**src/rtl/digital_tx_pkg.sv**
```systemverilog
// Shared types and helpers for the digital TX symbol streamer.
// Optional build macro: DIGITAL_TX_PREAMBLE_EN (enables the preamble state).
package digital_tx_pkg;

    // Streamer FSM states; ST_PRE is only reachable when the preamble is built in.
    typedef enum logic [1:0] {
        ST_IDLE = 2'd0,
        ST_PRE  = 2'd1,
        ST_SEND = 2'd2
    } tx_state_t;

    // Default preamble symbol (alternating bit pattern).
    localparam logic [7:0] DEFAULT_PRE_SYM = 8'h55;

    // Bits needed to index 'value' items; never returns less than 1 so that
    // degenerate sizes (e.g. one symbol per word) still give a legal vector.
    function automatic int clog2_min1(input int value);
        int width;
        width = 32'sd1;
        while ((32'sd1 <<< width) < value) begin
            width = width + 32'sd1;
        end
        return width;
    endfunction

    // Symbols per host word.
    function automatic int spw_of(input int data_width, input int sym_width);
        return data_width / sym_width;
    endfunction

endpackage

```
**src/rtl/digital_tx_buf.sv**
```systemverilog
// Word buffer for the digital TX streamer: DEPTH x DATA_WIDTH storage with a
// write pointer (which doubles as the stored-word count), a sticky overflow
// flag and a combinational read port that forwards a same-cycle write.
// Optional build macro: DIGITAL_TX_PREAMBLE_EN (not used in this file).
module digital_tx_buf
    import digital_tx_pkg::*;
#(
    parameter  int DATA_WIDTH = 32,
    parameter  int DEPTH      = 16,
    localparam int AW         = clog2_min1(DEPTH),
    localparam int CNT_W      = AW + 1
) (
    input  logic                  clk,
    input  logic                  rst_n,
    input  logic                  wr_req,
    input  logic                  clr_req,
    input  logic [DATA_WIDTH-1:0] wr_data,
    input  logic [AW-1:0]         rd_addr,
    output logic [DATA_WIDTH-1:0] rd_data,
    output logic [CNT_W-1:0]      words,
    output logic [CNT_W-1:0]      words_next,
    output logic                  overflow
);

    logic [DATA_WIDTH-1:0] mem_r [DEPTH];
    logic [CNT_W-1:0]      ptr_r;
    logic [CNT_W-1:0]      ptr_next_s;
    logic                  ovf_r;
    logic                  full_s;
    logic                  wr_en_s;
    logic [DATA_WIDTH-1:0] rd_data_s;

    assign full_s  = (ptr_r == CNT_W'(DEPTH));
    // Clear wins over a write; a write into a full buffer is dropped.
    assign wr_en_s = wr_req & ~clr_req & ~full_s;

    // Next write pointer, also exported so a same-cycle start sees the new count.
    always_comb begin
        ptr_next_s = ptr_r;
        if (clr_req) begin
            ptr_next_s = '0;
        end else if (wr_en_s) begin
            ptr_next_s = ptr_r + CNT_W'(1);
        end else begin
            ptr_next_s = ptr_r;
        end
    end

    // Write pointer and sticky overflow flag.
    always_ff @(posedge clk) begin
        if (!rst_n) begin
            ptr_r <= '0;
            ovf_r <= 1'b0;
        end else begin
            ptr_r <= ptr_next_s;
            if (clr_req) begin
                ovf_r <= 1'b0;
            end else if (wr_req && full_s) begin
                ovf_r <= 1'b1;
            end else begin
                ovf_r <= ovf_r;
            end
        end
    end

    // Storage array; contents survive frames and clears, only the pointer moves.
    always_ff @(posedge clk) begin
        if (wr_en_s) begin
            mem_r[ptr_r[AW-1:0]] <= wr_data;
        end
    end

    // Read port with write forwarding so a start issued together with the
    // first write can present that word on the very next cycle.
    always_comb begin
        rd_data_s = mem_r[rd_addr];
        if (wr_en_s && (ptr_r[AW-1:0] == rd_addr)) begin
            rd_data_s = wr_data;
        end else begin
            rd_data_s = mem_r[rd_addr];
        end
    end

    assign rd_data    = rd_data_s;
    assign words      = ptr_r;
    assign words_next = ptr_next_s;
    assign overflow   = ovf_r;

endmodule

```
**src/rtl/digital_tx_stream.sv**
```systemverilog
// Digital TX symbol streamer: buffers host words and serialises them
// LSB-symbol-first on a ready/valid stream with frame-last marking,
// clamped frame length, start-error pulse and continuous repeat.
// Optional build macro: DIGITAL_TX_PREAMBLE_EN -- when defined, each started
// frame is preceded by PRE_LEN copies of PRE_SYM (not resent on repeat).
module digital_tx_stream
    import digital_tx_pkg::*;
#(
    parameter int DATA_WIDTH = 32,
    parameter int SYM_WIDTH  = 8,
    parameter int DEPTH      = 16,
    parameter int NUM_WIDTH  = 32
`ifdef DIGITAL_TX_PREAMBLE_EN
    ,
    parameter int                   PRE_LEN = 4,
    parameter logic [SYM_WIDTH-1:0] PRE_SYM = SYM_WIDTH'(DEFAULT_PRE_SYM)
`endif
) (
    input  logic                          clk,
    input  logic                          rst_n,
    input  logic                          i_valid,
    input  logic [DATA_WIDTH-1:0]         i_data,
    input  logic                          i_clear,
    input  logic [NUM_WIDTH-1:0]          i_data_num,
    input  logic                          i_tx_start,
    input  logic                          i_repeat,
    input  logic                          i_tx_stop,
    output logic [SYM_WIDTH-1:0]          o_sym_data,
    output logic                          o_sym_valid,
    input  logic                          i_sym_ready,
    output logic                          o_sym_last,
    output logic                          o_busy,
    output logic [clog2_min1(DEPTH):0]    o_words,
    output logic                          o_overflow,
    output logic                          o_err
);

    localparam int SPW    = spw_of(DATA_WIDTH, SYM_WIDTH);
    localparam int SYM_CW = clog2_min1(SPW);
    localparam int AW     = clog2_min1(DEPTH);
    localparam int CNT_W  = AW + 1;
    localparam int CMP_W  = (NUM_WIDTH > CNT_W) ? NUM_WIDTH : CNT_W;
    localparam logic [SYM_CW-1:0] SYM_LAST = SYM_CW'(SPW - 1);
`ifdef DIGITAL_TX_PREAMBLE_EN
    localparam int PRE_CW = clog2_min1(PRE_LEN);
    localparam logic [PRE_CW-1:0] PRE_LAST = PRE_CW'(PRE_LEN - 1);
`endif

    // Frame state: the index registers always point at the symbol currently
    // presented on the output registers.
    tx_state_t           state_r, state_s;
    logic [AW-1:0]       word_r, word_s;
    logic [SYM_CW-1:0]   sym_r, sym_s;
    logic [CNT_W-1:0]    n_r, n_s;
    logic                stop_r, stop_s;
`ifdef DIGITAL_TX_PREAMBLE_EN
    logic [PRE_CW-1:0]   pre_cnt_r, pre_cnt_s;
`endif

    // Registered outputs and their next values.
    logic [SYM_WIDTH-1:0] data_r, data_s;
    logic                 valid_r, valid_s;
    logic                 last_r, last_s;
    logic                 busy_r, busy_s;
    logic                 err_r, err_s;

    logic                 idle_s;
    logic                 xfer_s;
    logic [DATA_WIDTH-1:0] rd_data_s;
    logic [SPW-1:0][SYM_WIDTH-1:0] syms_s;
    logic [CNT_W-1:0]     words_s;
    logic [CNT_W-1:0]     words_next_s;
    logic                 overflow_s;
    logic [CMP_W-1:0]     num_ext_s;
    logic [CMP_W-1:0]     cnt_ext_s;
    logic [CNT_W-1:0]     n_calc_s;

    assign idle_s = (state_r == ST_IDLE);
    assign xfer_s = valid_r & i_sym_ready;
    assign syms_s = rd_data_s;

    digital_tx_buf #(
        .DATA_WIDTH (DATA_WIDTH),
        .DEPTH      (DEPTH)
    ) u_buf (
        .clk        (clk),
        .rst_n      (rst_n),
        .wr_req     (i_valid & idle_s),
        .clr_req    (i_clear & idle_s),
        .wr_data    (i_data),
        .rd_addr    (word_s),
        .rd_data    (rd_data_s),
        .words      (words_s),
        .words_next (words_next_s),
        .overflow   (overflow_s)
    );

    // Frame length clamped to the count after any same-cycle write or clear.
    assign num_ext_s = CMP_W'(i_data_num);
    assign cnt_ext_s = CMP_W'(words_next_s);
    assign n_calc_s  = (num_ext_s < cnt_ext_s) ? CNT_W'(num_ext_s) : words_next_s;

    // Next-state logic: start/reject, preamble count, index advance, repeat/stop.
    always_comb begin
        state_s = state_r;
        word_s  = word_r;
        sym_s   = sym_r;
        n_s     = n_r;
        stop_s  = stop_r;
        err_s   = 1'b0;
`ifdef DIGITAL_TX_PREAMBLE_EN
        pre_cnt_s = pre_cnt_r;
`endif
        case (state_r)
            ST_IDLE: begin
                stop_s = 1'b0;
                if (i_tx_start) begin
                    n_s = n_calc_s;
                    if (n_calc_s == '0) begin
                        err_s = 1'b1;
                    end else begin
                        word_s = '0;
                        sym_s  = '0;
`ifdef DIGITAL_TX_PREAMBLE_EN
                        state_s   = ST_PRE;
                        pre_cnt_s = '0;
`else
                        state_s = ST_SEND;
`endif
                    end
                end else begin
                    n_s = n_r;
                end
            end
            ST_PRE: begin
`ifdef DIGITAL_TX_PREAMBLE_EN
                if (xfer_s) begin
                    if (pre_cnt_r == PRE_LAST) begin
                        state_s   = ST_SEND;
                        pre_cnt_s = '0;
                    end else begin
                        pre_cnt_s = pre_cnt_r + PRE_CW'(1);
                    end
                end else begin
                    pre_cnt_s = pre_cnt_r;
                end
`else
                state_s = ST_IDLE;
`endif
            end
            ST_SEND: begin
                stop_s = stop_r | i_tx_stop;
                if (xfer_s) begin
                    if (last_r) begin
                        if (i_repeat && !stop_s) begin
                            word_s = '0;
                            sym_s  = '0;
                        end else begin
                            state_s = ST_IDLE;
                            stop_s  = 1'b0;
                            word_s  = '0;
                            sym_s   = '0;
                        end
                    end else if (sym_r == SYM_LAST) begin
                        sym_s  = '0;
                        word_s = word_r + AW'(1);
                    end else begin
                        sym_s = sym_r + SYM_CW'(1);
                    end
                end else begin
                    stop_s = stop_r | i_tx_stop;
                end
            end
            default: begin
                state_s = ST_IDLE;
            end
        endcase
    end

    // Output values for the symbol the next state will present.
    always_comb begin
        valid_s = (state_s != ST_IDLE);
        busy_s  = (state_s != ST_IDLE);
        data_s  = '0;
        last_s  = 1'b0;
        if (state_s == ST_SEND) begin
            data_s = syms_s[sym_s];
            last_s = ({1'b0, word_s} == (n_s - CNT_W'(1))) && (sym_s == SYM_LAST);
        end
`ifdef DIGITAL_TX_PREAMBLE_EN
        else if (state_s == ST_PRE) begin
            data_s = PRE_SYM;
            last_s = 1'b0;
        end
`endif
        else begin
            data_s = '0;
            last_s = 1'b0;
        end
    end

    // State and output registers; reset aborts any frame on the spot.
    always_ff @(posedge clk) begin
        if (!rst_n) begin
            state_r <= ST_IDLE;
            word_r  <= '0;
            sym_r   <= '0;
            n_r     <= '0;
            stop_r  <= 1'b0;
            data_r  <= '0;
            valid_r <= 1'b0;
            last_r  <= 1'b0;
            busy_r  <= 1'b0;
            err_r   <= 1'b0;
        end else begin
            state_r <= state_s;
            word_r  <= word_s;
            sym_r   <= sym_s;
            n_r     <= n_s;
            stop_r  <= stop_s;
            data_r  <= data_s;
            valid_r <= valid_s;
            last_r  <= last_s;
            busy_r  <= busy_s;
            err_r   <= err_s;
        end
    end

`ifdef DIGITAL_TX_PREAMBLE_EN
    // Preamble symbol counter.
    always_ff @(posedge clk) begin
        if (!rst_n) begin
            pre_cnt_r <= '0;
        end else begin
            pre_cnt_r <= pre_cnt_s;
        end
    end
`endif

    assign o_sym_data  = data_r;
    assign o_sym_valid = valid_r;
    assign o_sym_last  = last_r;
    assign o_busy      = busy_r;
    assign o_err       = err_r;
    assign o_words     = words_s;
    assign o_overflow  = overflow_s;

endmodule

```
**config.mk**
```make
export PLATFORM = sky130hd
export DESIGN_NAME = digital_tx_stream
export DESIGN_NICKNAME = d
export VERILOG_FILES = /design/src/rtl/digital_tx_pkg.sv /design/src/rtl/digital_tx_buf.sv /design/src/rtl/digital_tx_stream.sv
export SDC_FILE = /design/constraint.sdc
export NUM_CORES = 1
export LEC_CHECK = 0
export CORE_ASPECT_RATIO = 0.8
export CORE_UTILIZATION = 45
export DETAILED_ROUTE_END_ITERATION = 6
export PLACE_DENSITY = 0.69
export REMOVE_ABC_BUFFERS = 1
export SYNTH_ARGS = -nofsm -noshare
export SYNTH_HDL_FRONTEND = slang
export SYNTH_SLANG_ARGS = --single-unit
```
**constraint.sdc**
```tcl
create_clock -name clk -period 4.3 [get_ports clk]
set_input_delay 0.43 -clock clk [delete_from_list [all_inputs] [get_ports clk]]
set_output_delay 0.43 -clock clk [all_outputs]
set_load 0.01 [all_outputs]
```
==> results of run 1 <==
logic make-up after synthesis:
| kind of cell | Yosys count | synth area share [%] |
|---|---|---|
| xor gates and xnor gates | 5 | 0.193 |
| adders and majority gates | 11 | 0.607 |
| AOI/OAI and AO/OA | 373 | 11.4 |
| muxes | 32 | 1.48 |
| buffers and inverters | 132 | 2.69 |
| DFF | 543 | 70.6 |
| and+or+nand+nor | 629 | 13.1 |
| other | 1 | 0.0165 |
per-stage QoR:
step / std cells / utilization (%) / setup TNS (ns) / hold slack [ns]
2_1_floorplan: 1606 / - / -17.64 / 0.491
3_3_place_gp: 2562 / 51.7 / -4.19 / 0.475
3_5_place_dp: 2562 / 51.7 / -5.44 / 0.489
4_1_cts: 2652 / 55.0 / 0 / 0.501
5_1_grt: 2653 / 55.3 / -0.281 / 0.519
6_report: 2653 / 55.3 / 0 / 0.498
area by class of cell:
cell class	instances	area share [%]
Timing Repair Buffer	282	9.78
Multi-Input combinational cell	1051	22.9
Clock inverter	16	0.692
Inverter	12	0.164
Sequential cell	543	58.2
Tap cell	675	3.07
Clock buffer	74	5.14
synthesized netlist by cell type, drive strengths merged (3+ instances only):
| cell type | n |
|---|---|
| edfxtp | 512 |
| nand2 | 308 |
| nand3 | 84 |
| clkbuf | 73 |
| nor2 | 73 |
| o21ai | 65 |
| a21oi | 62 |
| a31oi | 54 |
| buf | 47 |
| and3 | 40 |
| o22ai | 36 |
| dfxtp | 31 |
| nor3 | 31 |
| and2 | 25 |
| mux2i | 23 |
| o211ai | 23 |
| a211oi | 21 |
| o221ai | 21 |
| a311oi | 15 |
| nand4 | 14 |
| inv | 12 |
| nor4 | 12 |
| ha | 11 |
| o311ai | 10 |
| mux2 | 9 |
| o2111ai | 9 |
| or4 | 9 |
| a2111oi | 7 |
| o31ai | 7 |
| or3 | 7 |
| a21o | 6 |
| o2111a | 6 |
| nor3b | 5 |
| xnor2 | 5 |
| a31o | 4 |
| nor2b | 4 |
| o32a | 4 |
| a221oi | 3 |
| o311a | 3 |
worst max-delay path, cell delays in order, from the launching register on:
cell and delay, ns:
sky130_fd_sc_hd__dfxtp_2 0.36, sky130_fd_sc_hd__nor4b_2 0.28, sky130_fd_sc_hd__buf_4 0.17, sky130_fd_sc_hd__nand4_1 0.11
sky130_fd_sc_hd__mux2i_1 0.23, sky130_fd_sc_hd__inv_1 0.07, sky130_fd_sc_hd__ha_1 0.31, sky130_fd_sc_hd__a211oi_2 0.26
sky130_fd_sc_hd__inv_1 0.08, sky130_fd_sc_hd__a211oi_2 0.28, sky130_fd_sc_hd__buf_4 0.16, sky130_fd_sc_hd__nand3_2 0.11
sky130_fd_sc_hd__o211a_4 0.21, sky130_fd_sc_hd__buf_12 0.17, sky130_fd_sc_hd__buf_4 0.17, sky130_fd_sc_hd__nor2_8 0.23
sky130_fd_sc_hd__buf_4 0.27, sky130_fd_sc_hd__nand3_1 0.09, sky130_fd_sc_hd__o221ai_1 0.37, sky130_fd_sc_hd__a31oi_1 0.13
path summary, 6_finish.rpt:
check / startpoint / to / slack [ns] / depth (start not counted)
worst max-delay path: state_r[1]$_SDFF_PN0_ / o_sym_data[2]$_SDFF_PN0_ / 0.10 / 19
worst min-delay path: u_buf.overflow$_SDFFE_PP0P_ / u_buf.overflow$_SDFFE_PP0P_ / 0.50 / 2
worst max register to register: state_r[1]$_SDFF_PN0_ / o_sym_data[2]$_SDFF_PN0_ / 0.10 / 19
worst min register to register: u_buf.overflow$_SDFFE_PP0P_ / u_buf.overflow$_SDFFE_PP0P_ / 0.50 / 2
power breakdown:
part	leakage, nW	internal [mW]	total [mW]	switching (mW)
registers	4.86	5.79	5.80	0.00764
logic	3.74	0.324	0.857	0.533
clock network	0.779	2.51	4.43	1.92
total	9.38	8.63	11.1	2.46
state kept, by name (all words and copies together), names as in the netlist, 2 cells and up:
register     count
n_r              5
o_sym_data       8
state_r          2
sym_r            2
u_buf.mem_r    512
u_buf.words      5
word_r           4
routing by layer:
metal	vias to the layer above	share of wire, %	global-route usage (%)
met5	-	0	0
met3	145	11	5.63
met1	8018	41	37.3
met2	963	45	39.3
met4	0	3.3	9.37
li1	7097	-	-
layout by cell type (no fill, tap or decap), types with 11 or more instances in the layout:
cell type                         count
sky130_fd_sc_hd__buf_12              27
sky130_fd_sc_hd__and2_2              11
sky130_fd_sc_hd__buf_4              163
sky130_fd_sc_hd__o22ai_1             36
sky130_fd_sc_hd__nand3_1             82
sky130_fd_sc_hd__nand2_1            304
sky130_fd_sc_hd__clkbuf_16           51
sky130_fd_sc_hd__nand4_1             14
sky130_fd_sc_hd__dfxtp_1             28
sky130_fd_sc_hd__clkdlybuf4s50_1     89
sky130_fd_sc_hd__inv_1               12
sky130_fd_sc_hd__clkbuf_1            18
sky130_fd_sc_hd__o211ai_1            22
sky130_fd_sc_hd__edfxtp_1           512
sky130_fd_sc_hd__nor3_1              30
sky130_fd_sc_hd__nor2_1              65
sky130_fd_sc_hd__a311oi_1            13
sky130_fd_sc_hd__and3_1              35
sky130_fd_sc_hd__a211oi_1            18
sky130_fd_sc_hd__o21ai_0             60
sky130_fd_sc_hd__a21oi_1             57
sky130_fd_sc_hd__and2_1              11
sky130_fd_sc_hd__mux2i_1             22
sky130_fd_sc_hd__o221ai_1            21
sky130_fd_sc_hd__a31oi_1             54
repair_timing:
item | in CTS | in global routing
endpoints found under the setup margin | 9 | 9
endpoints found under the hold margin | 0 | 0
resized for setup | 10 | 29
pin swaps | 1 | 7
setup buffers | 0 | 2
==> impl_results.md, run 1 <==
* Die Footprint at 51300 µm²
* Final Hold Fails at 0
* # clock sinks at approximately 540
* Warnings, synthesis at 0
* Remaining max-slew budget at the tightest pin at about 40%
* Drt pass-1 iters at 7
* Setup CP Type: flop to flop
* Largest net degree at the start of global routing at between 40 and 50
* Multi-input combinational cell area at about 6300 µm²
* Dpl ws at -0.790 ns
* Final Cycle Share at a little over nine tenths
* CTS Buffer Depth at 3
* Final design instance area without fill at 27500 µm²
* Worst-case vdd ir drop at approximately 0.00037 V
* Type of origin of the critical path: flop
* Part of the Yosys area used for sequential elements at between 70% and 80%
* Maximum fanout encountered on the critical timing path at 19
* Total of max-cap violations at 0
* Antenna violations before repair at 0
* CP Data Required Time at 4.77 ns
* Count of flip-flops with a built-in enable after synthesis at about 510
* Final worst clock skew at about 0.019 ns
* Routed length per instance at 25.3 µm
* Effective utilization at floorplan at around 46%
* Quantity of I/O buffers inserted on ports at between 80 and 90
* Register Area at 16000 µm²
* Netlist area before placement at between 20000 and 25000 µm²
* Post-detailed-placement cell area at between 20000 and 30000 µm²
* Violated checks: DRC
* Overall via count from detail_route at ~16000
* Pin slew with the least headroom to its limit at between 0.8 and 0.9 ns
* Iteration-0 DRC Markers at about 1900
* Power consumption at 11.1 mW
* Half-perimeter wire length after placement at roughly 42000 µm
* Post-route ant nets at 0
* Top area cells in the synthesized netlist: sky130_fd_sc_hd__edfxtp_1 68%, sky130_fd_sc_hd__nand2_1 5.1%, sky130_fd_sc_hd__dfxtp_1 2.7%, sky130_fd_sc_hd__nand3_1 1.8%, sky130_fd_sc_hd__a31oi_1 1.5%
* Yosys reg bits at 543
* Cell taking the most area after synthesis: sky130_fd_sc_hd__edfxtp_1
* Per-cell via count in the routed design at 6.11
* Die W at roughly 250 µm
* Count of boundary I/O pins at 90
* Number of inserted diodes at 0
* CTS H-tree depth at 2
* Row count at between 70 and 80
* Number of pins with negative max-slew slack in the final report at 0
* Remaining Overflow, GRT at 0
* CTS Hold Bufs at 0
* Cts bufs inserted at 50
* Area added between synthesis and finish at 21.2%
* Arrival time of data at the critical path endpoint at 4.66 ns
* Via count of the first global-routing pass at between 15000 and 20000
* Number of design rule violations left after detail routing at 8
* Setup-violating endpoint count in the final report at 0
* Fmax at ~240 MHz
* Post-Syn Instances at around 1700
* Clock root buffer master: sky130_fd_sc_hd__clkbuf_16
* Hold Path Class: flop to flop
* Least setup slack across all paths after layout at roughly 0.1 ns
* Nets@finish at 2023
* Mean Syn Cell Area at around 13 µm²
* RePlAce Congestion at 0.922
* Clock slew seen by the registers of the worst setup and hold paths at roughly 0.070 ns
* Core outline area at roughly 50000 µm²
* Nature of the critical path endpoint: flop
* DRT Wirelength at approximately 67000 µm
* First-pass GRT wire length at approximately 100000 µm
* Area share of the largest cell type after synthesis at approximately two thirds
* Top FF cell, synth: sky130_fd_sc_hd__edfxtp_1
* Leakage power total at between 9 and 10 nW
* GRT Total Usage at a little over a quarter
* Post-synthesis async set-or-reset flop share at 0%
* Number of filler cells placed in the layout at approximately 4000
* Post-route minimum period at 4.20 ns
* Power density normalized to cell area at ~400 nW/µm²
* Count of different cell masters after synthesis at just over 80
* CTS tree: done
* Chip height at between 200 and 250 µm
* Clock Latency Late Sink at roughly 0.6 ns
* Status: complete, but fails checks
* Fraction of layout cells with a size suffix above 1 at between 10% and 20%
Note: power is estimated with default switching activity, not from simulation.
==> inputs of run 2 (changes only) <==
--- a/config.mk
+++ b/config.mk
@@ -8,7 +8,7 @@
 export CORE_ASPECT_RATIO = 0.8
 export CORE_UTILIZATION = 45
 export DETAILED_ROUTE_END_ITERATION = 6
-export PLACE_DENSITY = 0.69
+export PLACE_DENSITY = 0.67
 export REMOVE_ABC_BUFFERS = 1
 export SYNTH_ARGS = -nofsm -noshare
 export SYNTH_HDL_FRONTEND = slang
==> constraint.sdc (replaced) <==
create_clock -name clk -period 4 [get_ports clk]
set_input_delay 0.4 -clock clk [delete_from_list [all_inputs] [get_ports clk]]
set_output_delay 0.4 -clock clk [all_outputs]
set_load 0.01 [all_outputs]
==> run 2 against run 1 <==
The flow finishes with violations (setup timing). Sequential power grew 7.6%. Clock power grew 20%. Via count grew 0.70%. Count of clock-buffer cells in the layout shrank 12. Hold slack gained 0.015 ns. Critical endpoint is now o_sym_data[4]$_SDFF_PN0_. Utilization grew 2.4 points. Final area grew 4.3%. Power grew 13%. Non-clock buffer count grew 39.
==> impl_results.md, run 2 (synthesis gave the netlist of run 1 again) <==
* Total of max-cap violations at 0
* Fraction of layout cells with a size suffix above 1 at between 20% and 30%
* Arrival time of data at the critical path endpoint at approximately 4.7 ns
* Least setup slack across all paths after layout at -0.134 ns
* Clock root buffer master: sky130_fd_sc_hd__clkbuf_16
* Multi-input combinational cell area at about 6700 µm²
* Number of pins with negative max-slew slack in the final report at 0
* Die W at 253 µm
* Routed length per instance at approximately 26 µm
* CTS Buffer Depth at 3
* Maximum fanout encountered on the critical timing path at 8
* Nature of the critical path endpoint: flop
* # clock sinks at 543
* Delay of the slowest cell on the worst path at about 0.34 ns
* Iteration-0 DRC Markers at about 1900
* Area added between synthesis and finish at 26.5%
* Number of filler cells placed in the layout at slightly below 4000
* Remaining Overflow, GRT at 0
* Post-route minimum period at 4.13 ns
* DRT Wirelength at between 70000 and 80000 µm
* Overall via count from detail_route at roughly 16000
* Status: complete, but fails checks
* Post-route ant nets at 0
* GRT Total Usage at 27.3%
* Cell-by-cell listing of the critical path: inv_1, ha_4, nor4bb_4, buf_4, nor4_4, inv_2, ha_4, o21ai_4, a21oi_4, a211oi_4, and2_4, buf_4, o211a_4, mux2_4, nand4_1, buf_4, nand2_4, buf_4, nand4b_1, o211ai_1
* Hold Path Class: flop to flop
* Fmax at between 200 and 250 MHz
* Remaining max-slew budget at the tightest pin at about two fifths
* Flip-flop count of the largest register, all copies and words added at roughly 500
* Antenna violations before repair at 0
* Violated checks: setup timing
* Setup repair after global routing missed its margin: yes
* CTS tree: done
* RePlAce Congestion at 0.910
* Core outline area at about 50000 µm²
* Worst-case vdd ir drop at around 0.00039 V
* Drt pass-1 iters at 6
* Via count of the first global-routing pass at roughly 16000
* Register Area at 16000 µm²
* Nets@finish at around 2100
* RR Startpoint: u_buf.words[1]$_SDFF_PN0_
* First-pass GRT wire length at a little over 100000 µm
* Per-cell via count in the routed design at 6.05
* Chip height at 203 µm
* Power density normalized to cell area at between 400 and 500 nW/µm²
* Effective utilization at floorplan at a little under half
* Most common cell type on the critical path: sky130_fd_sc_hd__buf_4
* Die Footprint at 51300 µm²
* CP Data Required Time at around 4.5 ns
* Leading cell types in the layout, fill and taps excluded: 512 x sky130_fd_sc_hd__edfxtp_1, 300 x sky130_fd_sc_hd__nand2_1, 177 x sky130_fd_sc_hd__buf_4
* Final worst clock skew at 0.0335 ns
* CTS H-tree depth at 2
* Reg-to-reg endpoint: o_sym_data[4]$_SDFF_PN0_
* Post-detailed-placement cell area at 25800 µm²
* Clock Latency Late Sink at approximately 0.64 ns
* Flop-to-flop setup slack at -0.13 ns
* Worst Setup SP: u_buf.words[1]$_SDFF_PN0_
* Final Hold Fails at 0
* Number of design rule violations left after detail routing at 0
* Worst setup path end: o_sym_data[4]$_SDFF_PN0_
* Clock slew seen by the registers of the worst setup and hold paths at approximately 0.070 ns
* Cts bufs inserted at 53
* Final core utilization at 57.7%
* Final design instance area without fill at 28700 µm²
* Largest net degree at the start of global routing at between 40 and 50
* Half-perimeter wire length after placement at around 43000 µm
* Count of boundary I/O pins at 90
* Quantity of I/O buffers inserted on ports at slightly below 90
* Number of inserted diodes at 0
* Final Cycle Share at 103%
* Type of origin of the critical path: flop
* Most common cell after layout, fill and taps aside: sky130_fd_sc_hd__edfxtp_1
* Leakage power total at slightly below 10 nW
* CTS Hold Bufs at 0
* Critical path's slowest cell: sky130_fd_sc_hd__mux2_4
* Row count at 73
* Pin slew with the least headroom to its limit at between 0.8 and 0.9 ns
* Worst R2R Path Depth at 20
* Setup CP Type: flop to flop
* Setup-violating endpoint count in the final report at 7
[run 2: cell count changes in the layout (fill, tap and decap cells not counted), moves of 5 or more]
cell / change
sky130_fd_sc_hd__clkbuf_1: -11
sky130_fd_sc_hd__clkbuf_16: +6
sky130_fd_sc_hd__buf_12: +9
sky130_fd_sc_hd__a211oi_1: -6
sky130_fd_sc_hd__bufinv_16: +5
sky130_fd_sc_hd__clkinv_2: +10
sky130_fd_sc_hd__buf_6: +9
sky130_fd_sc_hd__a211oi_2: +5
sky130_fd_sc_hd__buf_4: +14
[run 2: repair_timing]
action / in CTS / in global routing
endpoints found under the setup margin: 9 / 9
pin swaps: 18 / 47
resized for setup: 44 / 93
buffers inserted: 10 / 25
gates cloned: 1 / 3
[run 2: critical path: cells and delay by family (launching register included)]
kind                     cells  cell delay, ns
flip-flops                   1            0.33
adder cells (fa/ha/maj)      2            0.42
buffers and inverters        6            0.78
AND/OR/NAND/NOR              6            1.24
multiplexers                 1            0.34
AO/OA/AOI/OAI                5            0.95
[run 2: metrics by stage]
stage | instances | total power [mW] | hold slack (ns) | worst slack (ns) | setup TNS, ns
detailed placement | 2565 | 7.27 | 0.495 | -0.941 | -7.77
global placement | 2565 | 7.26 | 0.492 | -0.909 | -7.17
floorplan | 1606 | 6.76 | 0.491 | -2.41 | -21.93
CTS | 2675 | 12.5 | 0.514 | -0.00768 | -0.00768
finish | 2702 | 12.6 | 0.513 | -0.134 | -0.587
global route | 2702 | 12.9 | 0.579 | -0.281 | -1.87
[run 2: worst min-delay path by stage]
stage,cells after the start,slack (ns),to,start
3_5_place_dp,2,0.50,u_buf.overflow$_SDFFE_PP0P_,u_buf.overflow$_SDFFE_PP0P_
3_3_place_gp,2,0.49,u_buf.overflow$_SDFFE_PP0P_,u_buf.overflow$_SDFFE_PP0P_
6_report,2,0.51,u_buf.overflow$_SDFFE_PP0P_,u_buf.overflow$_SDFFE_PP0P_
2_1_floorplan,2,0.49,stop_r$_SDFFE_PN0N_,stop_r$_SDFFE_PN0N_
4_1_cts,2,0.51,u_buf.overflow$_SDFFE_PP0P_,u_buf.overflow$_SDFFE_PP0P_
5_1_grt,2,0.58,u_buf.mem_r[11][0]$_DFFE_PP_,i_data[0]
[run 2: metal layers]
| layer | up-vias | track usage, % | part of all wire (%) |
|---|---|---|---|
| li1 | 7178 | - | - |
| met1 | 8084 | 39.5 | 41 |
| met2 | 930 | 40.7 | 45 |
| met3 | 142 | 6.71 | 12 |
| met4 | 2 | 8.29 | 2.4 |
| met5 | - | 0 | 0.079 |
[run 2: layout make-up]
| class | count | share of cell area (%) |
|---|---|---|
| Clock buffer | 62 | 4.85 |
| Sequential cell | 543 | 55.8 |
| Inverter | 12 | 0.157 |
| Timing Repair Buffer | 321 | 11.3 |
| Clock inverter | 38 | 1.58 |
| Multi-Input combinational cell | 1051 | 23.4 |
| Tap cell | 675 | 2.95 |
[run 2: power by group]
part	internal, mW	switching [mW]	total [mW]
sequential	6.23	0.00825	6.24
combinational	0.391	0.625	1.02
clock	3.08	2.22	5.31
==> inputs of run 3 (changes only) <==
--- a/config.mk
+++ b/config.mk
@@ -10,6 +10,8 @@
 export DETAILED_ROUTE_END_ITERATION = 6
 export PLACE_DENSITY = 0.67
 export REMOVE_ABC_BUFFERS = 1
+export SETUP_SLACK_MARGIN = 0.02
+export SLEW_MARGIN = 20
 export SYNTH_ARGS = -nofsm -noshare
 export SYNTH_HDL_FRONTEND = slang
 export SYNTH_SLANG_ARGS = --single-unit
==> constraint.sdc (replaced) <==
create_clock -name clk -period 4 [get_ports clk]
set_input_delay 0.8 -clock clk [delete_from_list [all_inputs] [get_ports clk]]
set_output_delay 0.8 -clock clk [all_outputs]
set_load 0.01 [all_outputs]
==> run 3 against run 2 <==
The flow still finishes with violations (setup timing). Setup slack got worse by 0.076 ns. Power fell by 3.5%. Clock power is 9.2% lower. Largest cell class unchanged.
==> impl_results.md, run 3 (synthesis gave the netlist of run 1 again) <==
* Status: complete, but fails checks
* Violated checks: setup timing
* Hold Path Class: flop to flop
* Number of filler cells placed in the layout at between 3000 and 4000
* GRT Total Usage at about 27%
* CTS Hold Bufs at 0
* Type of origin of the critical path: flop
* Number of inserted diodes at 0
* Drt pass-1 iters at 6
* DRT Wirelength at a little over 70000 µm
* Hold_ws at approximately 0.50 ns
* Proportion of power drawn by flip-flops and latches at just over 50%
* Number of design rule violations left after detail routing at 0
* Nets@finish at 2127
* CP Data Required Time at 4.45 ns
* Final worst clock skew at ~0.019 ns
* Half-perimeter wire length after placement at around 44000 µm
* Iteration-0 DRC Markers at ~2200
* RePlAce Congestion at around 0.91
* Die W at 253 µm
* Final design instance area without fill at between 20000 and 30000 µm²
* Register Area at 16000 µm²
* Via count of the first global-routing pass at ~16000
* Count of boundary I/O pins at 90
* Chip height at between 200 and 250 µm
* Setup-violating endpoint count in the final report at 7
* Remaining Overflow, GRT at 0
* Arrival time of data at the critical path endpoint at between 4 and 5 ns
* Leading cell types in the layout, fill and taps excluded: 512 x sky130_fd_sc_hd__edfxtp_1, 301 x sky130_fd_sc_hd__nand2_1, 221 x sky130_fd_sc_hd__buf_4
* Pin slew with the least headroom to its limit at ~0.77 ns
* Overall via count from detail_route at ~17000
* Post-detailed-placement cell area at 26300 µm²
* Maximum fanout encountered on the critical timing path at 10
* Area added between synthesis and finish at 27.9%
* Flip-flop count of the largest register, all copies and words added at between 500 and 600
* Least setup slack across all paths after layout at -0.210 ns
* Fmax at approximately 240 MHz
* Power dissipated by switching net loads at between 2 and 3 mW
* Effective utilization at floorplan at a little under half
* CTS tree: done
* Quantity of I/O buffers inserted on ports at 89
* Total of max-cap violations at 0
* Final Hold Fails at 0
* Fraction of layout cells with a size suffix above 1 at 24.1%
* Clock slew seen by the registers of the worst setup and hold paths at approximately 0.060 ns
* Final Cycle Share at 105%
* Worst-case vdd ir drop at 0.000362 V
* Number of pins with negative max-slew slack in the final report at 0
* Post-route minimum period at about 4.2 ns
* Largest net degree at the start of global routing at 39
* Internal at around 9.4 mW
* Setup repair after global routing missed its margin: yes
* Core outline area at between 40000 and 50000 µm²
* Routed length per instance at approximately 26 µm
* Clock Latency Late Sink at about 0.6 ns
* Post-route ant nets at 0
* Power density normalized to cell area at around 420 nW/µm²
* Dpl ws at -1.26 ns
* Clock root buffer master: sky130_fd_sc_hd__clkbuf_16
* Setup CP Type: flop to flop
* Combinational power share at 8.8%
* Multi-input combinational cell area at ~6700 µm²
* Row count at 73
* Antenna violations before repair at 0
* Remaining max-slew budget at the tightest pin at between 40 and 50%
* Number of standard cells in the layout, taps in and fillers out at 2757
* Nature of the critical path endpoint: flop
* Cells after DPL at approximately 2600
* Power consumption at around 12 mW
* Leakage power total at ~10 nW
* Cts bufs inserted at 53
* Most common cell after layout, fill and taps aside: sky130_fd_sc_hd__edfxtp_1
* # clock sinks at approximately 540
* First-pass GRT wire length at between 100000 and 150000 µm
* CTS Buffer Depth at 3
* Relative contribution of the clock network to total power at 39.8%
* Per-cell via count in the routed design at ~6
* CTS H-tree depth at 2
* Switching share of power at between 20 and 25%
* Die Footprint at a little over 50000 µm²
==> run 3: changes by cell type in the layout (fill, tap and decap cells not counted), sizes merged <==
cell	delta
clkbuf	+5
clkinvlp	-3
clkdlybuf4s15	+1
nand2	+1
nor2	+1
buf	+63
clkinv	-7
inv	+2
clkdlybuf4s50	-2
bufbuf	-1
bufinv	-5
==> run 3: power groups by stage <==
stage / logic, mW / registers, mW / clock network [mW]
floorplan: 0.403 / 6.36 / 0
global placement: 0.958 / 6.36 / 0
detailed placement: 0.968 / 6.36 / 0
CTS: 0.994 / 6.24 / 4.85
global route: 1.13 / 6.24 / 5.04
finish: 1.07 / 6.24 / 4.82
==> run 3: path summary, 6_finish.rpt <==
check,from,to,slack [ns],depth (start not counted)
max reg2reg,u_buf.words[0]$_SDFF_PN0_,o_sym_data[4]$_SDFF_PN0_,-0.21,20
min reg2reg,u_buf.overflow$_SDFFE_PP0P_,u_buf.overflow$_SDFFE_PP0P_,0.50,2
min,u_buf.overflow$_SDFFE_PP0P_,u_buf.overflow$_SDFFE_PP0P_,0.50,2
max,u_buf.words[0]$_SDFF_PN0_,o_sym_data[4]$_SDFF_PN0_,-0.21,20
==> run 3: repair_timing <==
item,4_1_cts,5_1_grt
gates cloned,0,5
pin swaps,22,52
endpoints found under the setup margin,9,9
resized for setup,59,83
setup buffers,11,27
==> run 3: metrics by stage <==
step,setup TNS [ns],util (%)
2_1_floorplan,-26.88,-
3_3_place_gp,-12.80,53.0
3_5_place_dp,-13.76,53.0
4_1_cts,0,57.0
5_1_grt,-1.47,58.4
6_report,-0.709,58.4
==> run 3: cell type report <==
cell class | instances | area share (%)
well taps | 675 | 2.91
clock buffers | 68 | 4.77
repair buffers | 381 | 13.1
flip-flops and latches | 543 | 55.2
multi-input cells | 1053 | 23.1
inverters | 12 | 0.155
clock inverters | 25 | 0.837
==> run 3: layer usage <==
layer	track usage [%]	vias to the layer above	share of wire [%]
li1	-	7299	-
met1	38.6	8331	41
met2	40.8	983	45
met3	5.46	162	10
met4	9.07	0	3.1
met5	0	-	0
==> run 3: critical path: stages, from the launching register on <==
cell and delay (ns):
sky130_fd_sc_hd__dfxtp_2 0.33, sky130_fd_sc_hd__buf_6 0.14, sky130_fd_sc_hd__ha_1 0.24, sky130_fd_sc_hd__and3_4 0.19, sky130_fd_sc_hd__nor4_4 0.32, sky130_fd_sc_hd__inv_1 0.08, sky130_fd_sc_hd__ha_1 0.29, sky130_fd_sc_hd__o21ai_2 0.07
sky130_fd_sc_hd__a21oi_2 0.23, sky130_fd_sc_hd__o2111ai_2 0.16, sky130_fd_sc_hd__and2_4 0.20, sky130_fd_sc_hd__buf_6 0.12, sky130_fd_sc_hd__o211ai_4 0.26, sky130_fd_sc_hd__buf_6 0.16, sky130_fd_sc_hd__buf_12 0.11, sky130_fd_sc_hd__nand2_4 0.08
sky130_fd_sc_hd__buf_4 0.16, sky130_fd_sc_hd__a211oi_1 0.25, sky130_fd_sc_hd__o211ai_1 0.19, sky130_fd_sc_hd__a311oi_1 0.37, sky130_fd_sc_hd__o211ai_1 0.12
